File: src/rtl/uart_cmd_sequencer.sv
// uart_cmd_sequencer
// Packs delay-table entries into 64-bit AWG command words, queues them in a
// FIFO and hands them one at a time to UART_TX_DATA over data/valid/ready.
// Optional inter-frame gap: define UART_CMD_GAP_EN (adds parameter GAP_CYC).
module uart_cmd_sequencer #(
  parameter int unsigned DEPTH   = 16,
  parameter int unsigned AW      = 4,
  parameter logic [31:0] HEADER  = 32'h02002000,
  parameter int unsigned TIMEOUT = 64
`ifdef UART_CMD_GAP_EN
  ,
  parameter int unsigned GAP_CYC = 20
`endif
) (
  input  logic        I_clk_10M,
  input  logic        I_rst_n,
  input  logic        I_wr_en,
  input  logic [3:0]  I_awg_id,
  input  logic [3:0]  I_port,
  input  logic [23:0] I_delay,
  output logic        O_full,
  output logic        O_empty,
  output logic [AW:0] O_level,
  output logic [63:0] O_data,
  output logic        O_data_valid,
  input  logic        I_tx_ready,
  output logic        O_busy,
  output logic [15:0] O_sent_cnt,
  output logic        O_overflow,
  output logic        O_err_timeout,
  input  logic        I_clr_err
);

  localparam logic [1:0] ST_IDLE      = 2'd0;
  localparam logic [1:0] ST_WAIT_ACC  = 2'd1;
  localparam logic [1:0] ST_WAIT_DONE = 2'd2;
  localparam int unsigned TW = $clog2(TIMEOUT) + 1;

`ifdef UART_CMD_GAP_EN
  localparam logic [1:0]  ST_GAP   = 2'd3;
  localparam int unsigned GW       = (GAP_CYC > 2) ? $clog2(GAP_CYC) : 1;
  localparam int unsigned GAP_LAST = (GAP_CYC > 1) ? GAP_CYC - 2 : 0;
  logic [GW-1:0] gap_cnt;
`endif

  logic [1:0]    state;
  logic [TW-1:0] acc_cnt;
  logic [63:0]   mem [DEPTH];
  logic [AW-1:0] wr_ptr;
  logic [AW-1:0] rd_ptr;
  logic [63:0]   wr_word;
  logic          push;
  logic          pop;
  logic [AW:0]   level_next;

  assign wr_word = {HEADER, I_awg_id, I_port, I_delay};
  // full is the registered flag, so a push while full is dropped even if a
  // pop happens in the same cycle
  assign push    = I_wr_en && !O_full;
  assign pop     = (state == ST_IDLE) && !O_empty && I_tx_ready;
  assign O_busy  = (state != ST_IDLE);

  // next occupancy after this cycle's push and pop
  always_comb begin
    level_next = O_level + {{AW{1'b0}}, push} - {{AW{1'b0}}, pop};
  end

  // word storage; flushed by resetting the pointers, so no reset here
  always_ff @(posedge I_clk_10M) begin
    if (push) mem[wr_ptr] <= wr_word;
  end

  // FIFO pointers, registered status flags and sticky overflow
  always_ff @(posedge I_clk_10M or negedge I_rst_n) begin
    if (!I_rst_n) begin
      wr_ptr     <= '0;
      rd_ptr     <= '0;
      O_level    <= '0;
      O_full     <= 1'b0;
      O_empty    <= 1'b1;
      O_overflow <= 1'b0;
    end else begin
      if (push) wr_ptr <= wr_ptr + AW'(1);
      if (pop)  rd_ptr <= rd_ptr + AW'(1);
      O_level <= level_next;
      O_full  <= (level_next == (AW+1)'(DEPTH));
      O_empty <= (level_next == '0);
      if (I_clr_err) O_overflow <= 1'b0;
      if (I_wr_en && O_full) O_overflow <= 1'b1;
    end
  end

  // frame issue / acceptance / completion sequencing
  always_ff @(posedge I_clk_10M or negedge I_rst_n) begin
    if (!I_rst_n) begin
      state         <= ST_IDLE;
      acc_cnt       <= '0;
      O_data        <= '0;
      O_data_valid  <= 1'b0;
      O_sent_cnt    <= '0;
      O_err_timeout <= 1'b0;
`ifdef UART_CMD_GAP_EN
      gap_cnt       <= '0;
`endif
    end else begin
      O_data_valid <= 1'b0;
      if (I_clr_err) O_err_timeout <= 1'b0;
      case (state)
        ST_IDLE: begin
          if (pop) begin
            O_data       <= mem[rd_ptr];
            O_data_valid <= 1'b1;
            acc_cnt      <= '0;
            state        <= ST_WAIT_ACC;
          end
        end
        ST_WAIT_ACC: begin
          if (!I_tx_ready) begin
            state <= ST_WAIT_DONE;
          end else if (acc_cnt == TW'(TIMEOUT - 1)) begin
            O_err_timeout <= 1'b1;
            state         <= ST_IDLE;
          end else begin
            acc_cnt <= acc_cnt + TW'(1);
          end
        end
        ST_WAIT_DONE: begin
          if (I_tx_ready) begin
            O_sent_cnt <= O_sent_cnt + 16'd1;
`ifdef UART_CMD_GAP_EN
            // gap is counted from the ready-rise cycle, so GAP holds
            // GAP_CYC-1 cycles and the IDLE issue cycle completes it
            if (GAP_CYC > 1) begin
              gap_cnt <= '0;
              state   <= ST_GAP;
            end else begin
              state <= ST_IDLE;
            end
`else
            state <= ST_IDLE;
`endif
          end
        end
`ifdef UART_CMD_GAP_EN
        ST_GAP: begin
          if (gap_cnt == GW'(GAP_LAST)) state <= ST_IDLE;
          else gap_cnt <= gap_cnt + GW'(1);
        end
`endif
        default: state <= ST_IDLE;
      endcase
    end
  end

endmodule

File: config.mk
export PLATFORM = sky130hd
export DESIGN_NAME = uart_cmd_sequencer
export DESIGN_NICKNAME = d
export VERILOG_FILES = /design/src/rtl/uart_cmd_sequencer.sv
export SDC_FILE = /design/constraint.sdc
export NUM_CORES = 1
export LEC_CHECK = 0
export ABC_AREA = 1
export CAP_MARGIN = 10
export CORE_MARGIN = 2
export CORE_UTILIZATION = 30
export CTS_BUF_LIST = sky130_fd_sc_hd__clkbuf_4
export DETAILED_ROUTE_END_ITERATION = 10
export PLACE_DENSITY = 0.5
export SETUP_SLACK_MARGIN = 0.4
export SLEW_MARGIN = 20
export SYNTH_ARGS = -nofsm -noshare
export SYNTH_HDL_FRONTEND = slang
export SYNTH_SLANG_ARGS = --single-unit
export TNS_END_PERCENT = 100
File: constraint.sdc
create_clock -name I_clk_10M -period 6.9 [get_ports I_clk_10M]
set_input_delay 1.38 -clock I_clk_10M [delete_from_list [all_inputs] [get_ports I_clk_10M]]
set_output_delay 1.38 -clock I_clk_10M [all_outputs]
set_load 0.02 [all_outputs]
Yosys cells after proc, flatten, opt, wreduce, memory -nomap -nowiden

Memories as Yosys holds them, arrays and structs flattened. A register that Yosys moved wholly into a read port is not among the register bits.
Index checks and enable logic that the tools add are counted.
W data, S select, Z words.

Word-level logic and storage cells: 63
Memories: 1
Input bits: 37
Register bits: 107
Output and inout bits: 91
Bits in writable memories: 512

Eq/ne operators: 9
Add/sub/neg operators: 6
Muxes and demuxes: 19
Reductions and logical operators: 16

Memory list:

| memory | words | bits a word | rd ports | clocked after memory_dff | wr ports | line | source |
|---|---|---|---|---|---|---|---|
| mem    | 16    | 32          | 1        | 1                        | 1        | 48   | `logic [63:0] mem [DEPTH];` |

Operators with widths:

| operator                | count |
|---|---|
| $mux W7                 | 3 |
| $add A16 B1 Y16 const B | 1 |
| $pmux W7 S2             | 1 |
| $mux W1                 | 10 |
| $add A4 B1 Y4 const B   | 2 |
| $mux W2                 | 4 |
| $ne A2 B2 Y1 const B    | 4 |
| $add A7 B1 Y7 const B   | 1 |
| $eq A7 B6 Y1 const B    | 1 |
| $pmux W2 S3             | 1 |
| $reduce_bool A2 Y1      | 3 |
| $add A5 B1 Y5           | 1 |
| $eq A5 B5 Y1 const B    | 1 |
| $logic_not A5 Y1        | 1 |
| $sub A5 B1 Y5           | 1 |
| $logic_and A1 B1 Y1     | 4 |
| $reduce_and A2 Y1       | 2 |
| $reduce_and A4 Y1       | 1 |
| $logic_not A1 Y1        | 3 |
| $ne A3 B3 Y1 const B    | 1 |
| $reduce_and A3 Y1       | 1 |
| $eq A2 B1 Y1 const B    | 1 |
| $eq A2 B2 Y1 const B    | 1 |
| $logic_not A2 Y1        | 1 |

Depth between registers and ports, before layout

Word-level depth: 5
Gate-level depth with buffers: 14
Depth with buffers taken out: 13

Worst setup path after synthesis

Ideal clock, no wire load.

Kind: input port to flip-flop
Start point: input I_wr_en
End point: memory mem[11][0] (netlist name), enable pin
Arrival: 3.325 ns
Buffers on the path: 0
Path slack: 3.154 ns
Stages: 4
Cell sequence: inv_1 nor2_1 nand2_1 nor2_1

Cells in the longest elaborated chain, start to end: 3

Ends and longest elaborated chain:

| element                       | line | source |
|---|---|---|
| start, declared               | 17   | `input logic I_wr_en,` |
| $logic_and A1 B1 Y1           | 59   | `assign push = I_wr_en && !O_full;` |
| $mux W1                       | 70   | `if (push) mem[wr_ptr] <= wr_word;` |
| $mux W1 (not written as such) | 70   |  |
| end, declared                 | 48   |  |

Every way passes these cells.

Worst setup path after layout

Start point: input I_wr_en
End point: memory mem[11][16] (netlist name), enable pin

The elaborated chain is that of the path after synthesis.

==> run metrics <==
status completed; total grt overflow 0; cells after synthesis 2,102; Die W 287.9 um; Max Cap Viol 0; R2R setup slack 3.68 ns; first-pass GRT wire length 98,210 um; Place WS 2.159 ns; kind of critical path in2reg; Die Y 287.9 um; Die Footprint 82,890 um2; post-synth cell types 34; Reg clk slew, reported paths 0.06 ns; fillers 7,990; worst setup path endpoint mem[11][16]$_DFFE_PP_; clock sink count 588; YS warnings 0; WP data required 7.53 ns; initial core utilization 0.3017; Cell Rows 104; Nets 2,321; final period utilization 0.5374; CTS Buf Count 154; overall power 11.63 mW; critical path capture point type flip-flop; drt wl/cell 18.51 um; flops & latches, synth 588; initial antenna violation count 3; remaining antenna violation count 0; DRT Pass-1 Iters 5; Post-CTS Setup Bufs 0; gpl congestion 0.7844; clk_lat worst skew 0.97 ns; core area 80,160 um2; RR Endpoint O_data[3]$_DFFE_PN0P_; DR vias/cell 4.636; post-CTS sizing 0; Critical-path top delay cell nor2_4; Final Setup Violations 0; clock buffer depth 3; Initial DRC Count 1,203; layout cells sized above 1 0.1301; Max Freq 0.2697 GHz; CTS root buf clkbuf_4; Worst R2R Path Depth 10; crit path time final 3.708 ns; CTS tree built; DRC errors left 0; Layout Skew 0.04830 ns; Syn Area/Cell 11.50 um2; I/O Buffers 97; Worst setup SP type primary input; # hold bufs at CTS 0; PwrDens 411.8 nW/um2; Data arrival, critical path 4.34 ns; register area 17,290 um2; # H-tree levels 4; num ports 128; largest net degree at the start of global routing 125; Max Fanout on Critical Path 21; final hold vios 0; peak supply drop 0.0003503 V; gr usage total 0.1575; routed via count 16.03k; setup_tns 0 ns; vias in the first global route 16.49k; crit path from I_wr_en; Slew headroom 0.2730; Mapped Area 24,180 um2; CP peak stage delay 0.81 ns; Worst R2R Start rd_ptr[0]$_DFFE_PN0P_; Post-DP HPWL 36,320 um; Slew @ Worst Pin 1.091 ns; Final WS setup 3.192 ns; Hold Crit Class in2async; WL final 64,000 um; CP cell instances clkdlybuf4s50_1, inv_1, nor2_1, nand2_1, nor2_4, buf_4; RSZ-0062 raised after global routing no; Leak 10.83 nW; sequential fraction of the synthesis area 0.7145; area grow syn2layout 16.82%; area of the multi-input gates 6040 um2; Final Max Tran Viols 0
[area by class of cell]
cell class                      count  area share
Antenna cell                        8   0.0007087
Inverter                           41    0.005802
Clock buffer                      231     0.06139
Clock inverter                     44     0.01005
Timing Repair Buffer              129     0.04934
Sequential cell                   588      0.6120
Tap cell                         1060     0.04695
Multi-Input combinational cell   1357      0.2138
[synthesized netlist by cell type]
master	count	share of area
conb_1	1	0.00016
and3_1	1	0.00026
nor2_1	35	0.0054
buf_6	16	0.0075
nand4_1	4	0.0010
ha_1	12	0.0062
nor2_2	1	0.00026
xnor2_1	9	0.0033
xor2_1	16	0.0058
a21boi_0	1	0.00031
nand2_1	824	0.13
fa_1	1	0.00083
inv_6	1	0.00036
buf_2	63	0.013
buf_1	6	0.00093
nand3_2	1	0.00041
nor3_1	6	0.0012
nor3b_1	2	0.00062
buf_4	47	0.015
inv_1	39	0.0061
dfstp_2	1	0.0011
nand2_2	1	0.00026
o21ai_1	2	0.00041
or2_2	1	0.00026
clkbuf_1	12	0.0019
dfrtp_1	75	0.078
o21ai_0	8	0.0017
a21oi_1	3	0.00062
o21ai_4	1	0.00067
edfxtp_1	512	0.64
nand3_1	397	0.082
inv_2	1	0.00016
buf_12	1	0.00083
nor3_2	1	0.00041
[power breakdown]
| group | internal [mW] | switching (mW) |
|---|---|---|
| combinational | 1.18 | 2.75 |
| clock | 1.68 | 1.42 |
| sequential | 4.35 | 0.262 |
| total | 7.20 | 4.43 |
[worst max-delay path: cells and delay by family]
| family | cells | cell delay [ns] |
|---|---|---|
| buffers and inverters | 3 | 0.88 |
| and+or+nand+nor | 3 | 2.05 |
[cell families after synthesis]
| logic type | synth area share |
|---|---|
| AO/OA/AOI/OAI | 0.003674 |
| flip-flops | 0.7145 |
| adder cells (fa/ha/maj) | 0.007037 |
| other | 0.0001551 |
| XOR/XNOR | 0.009055 |
| buffers and inverters | 0.04528 |
| AND/OR/NAND/NOR | 0.2203 |
[state kept, by name, indices dropped and copies added (netlist names)]
signal         count
O_data_valid       1
O_sent_cnt        16
rd_ptr             4
O_data            33
O_overflow         1
O_level            5
acc_cnt            7
O_full             1
state              2
mem              512
wr_ptr             4
O_err_timeout      1
O_empty            1
[how the worst min path moves through the flow]
stage / end / start
after floorplan: acc_cnt[0]$_DFFE_PN0P_ / acc_cnt[0]$_DFFE_PN0P_
after global placement: O_data[8]$_DFFE_PN0P_ / O_data[8]$_DFFE_PN0P_
after detailed placement: O_data[4]$_DFFE_PN0P_ / O_data[4]$_DFFE_PN0P_
after CTS: O_data[13]$_DFFE_PN0P_ / I_rst_n
after global routing: O_data[13]$_DFFE_PN0P_ / I_rst_n
final: O_data[27]$_DFFE_PN0P_ / I_rst_n
[routing by layer]
metal	global-route usage	part of all wire
met5	0	0.00020
met4	0.06127	0.027
met3	0.04311	0.067
met2	0.2529	0.47
met1	0.2021	0.43
[metrics by stage]
stage / instance area (um2) / std cells / utilization / hold slack (ns)
floorplan: 24290 / 2131 / - / 0.4874
global placement: 25970 / 3166 / 0.3240 / 0.4654
detailed placement: 26180 / 3174 / 0.3266 / 0.4671
CTS: 28200 / 3449 / 0.3518 / 0.1991
global route: 28250 / 3458 / 0.3524 / 0.2166
finish: 28250 / 3458 / 0.3524 / 0.3156
[cell usage in the layout (no fill, tap or decap), types with 19 or more instances in the layout]
cell type / count
buf_4: 23
clkbuf_4: 231
clkdlybuf4s50_1: 96
clkinv_1: 28
conb_1: 30
dfrtp_1: 72
edfxtp_1: 512
inv_1: 37
nand2_1: 823
nand3_1: 397
nor2_1: 19
Power figures use the tool's default switching activity.
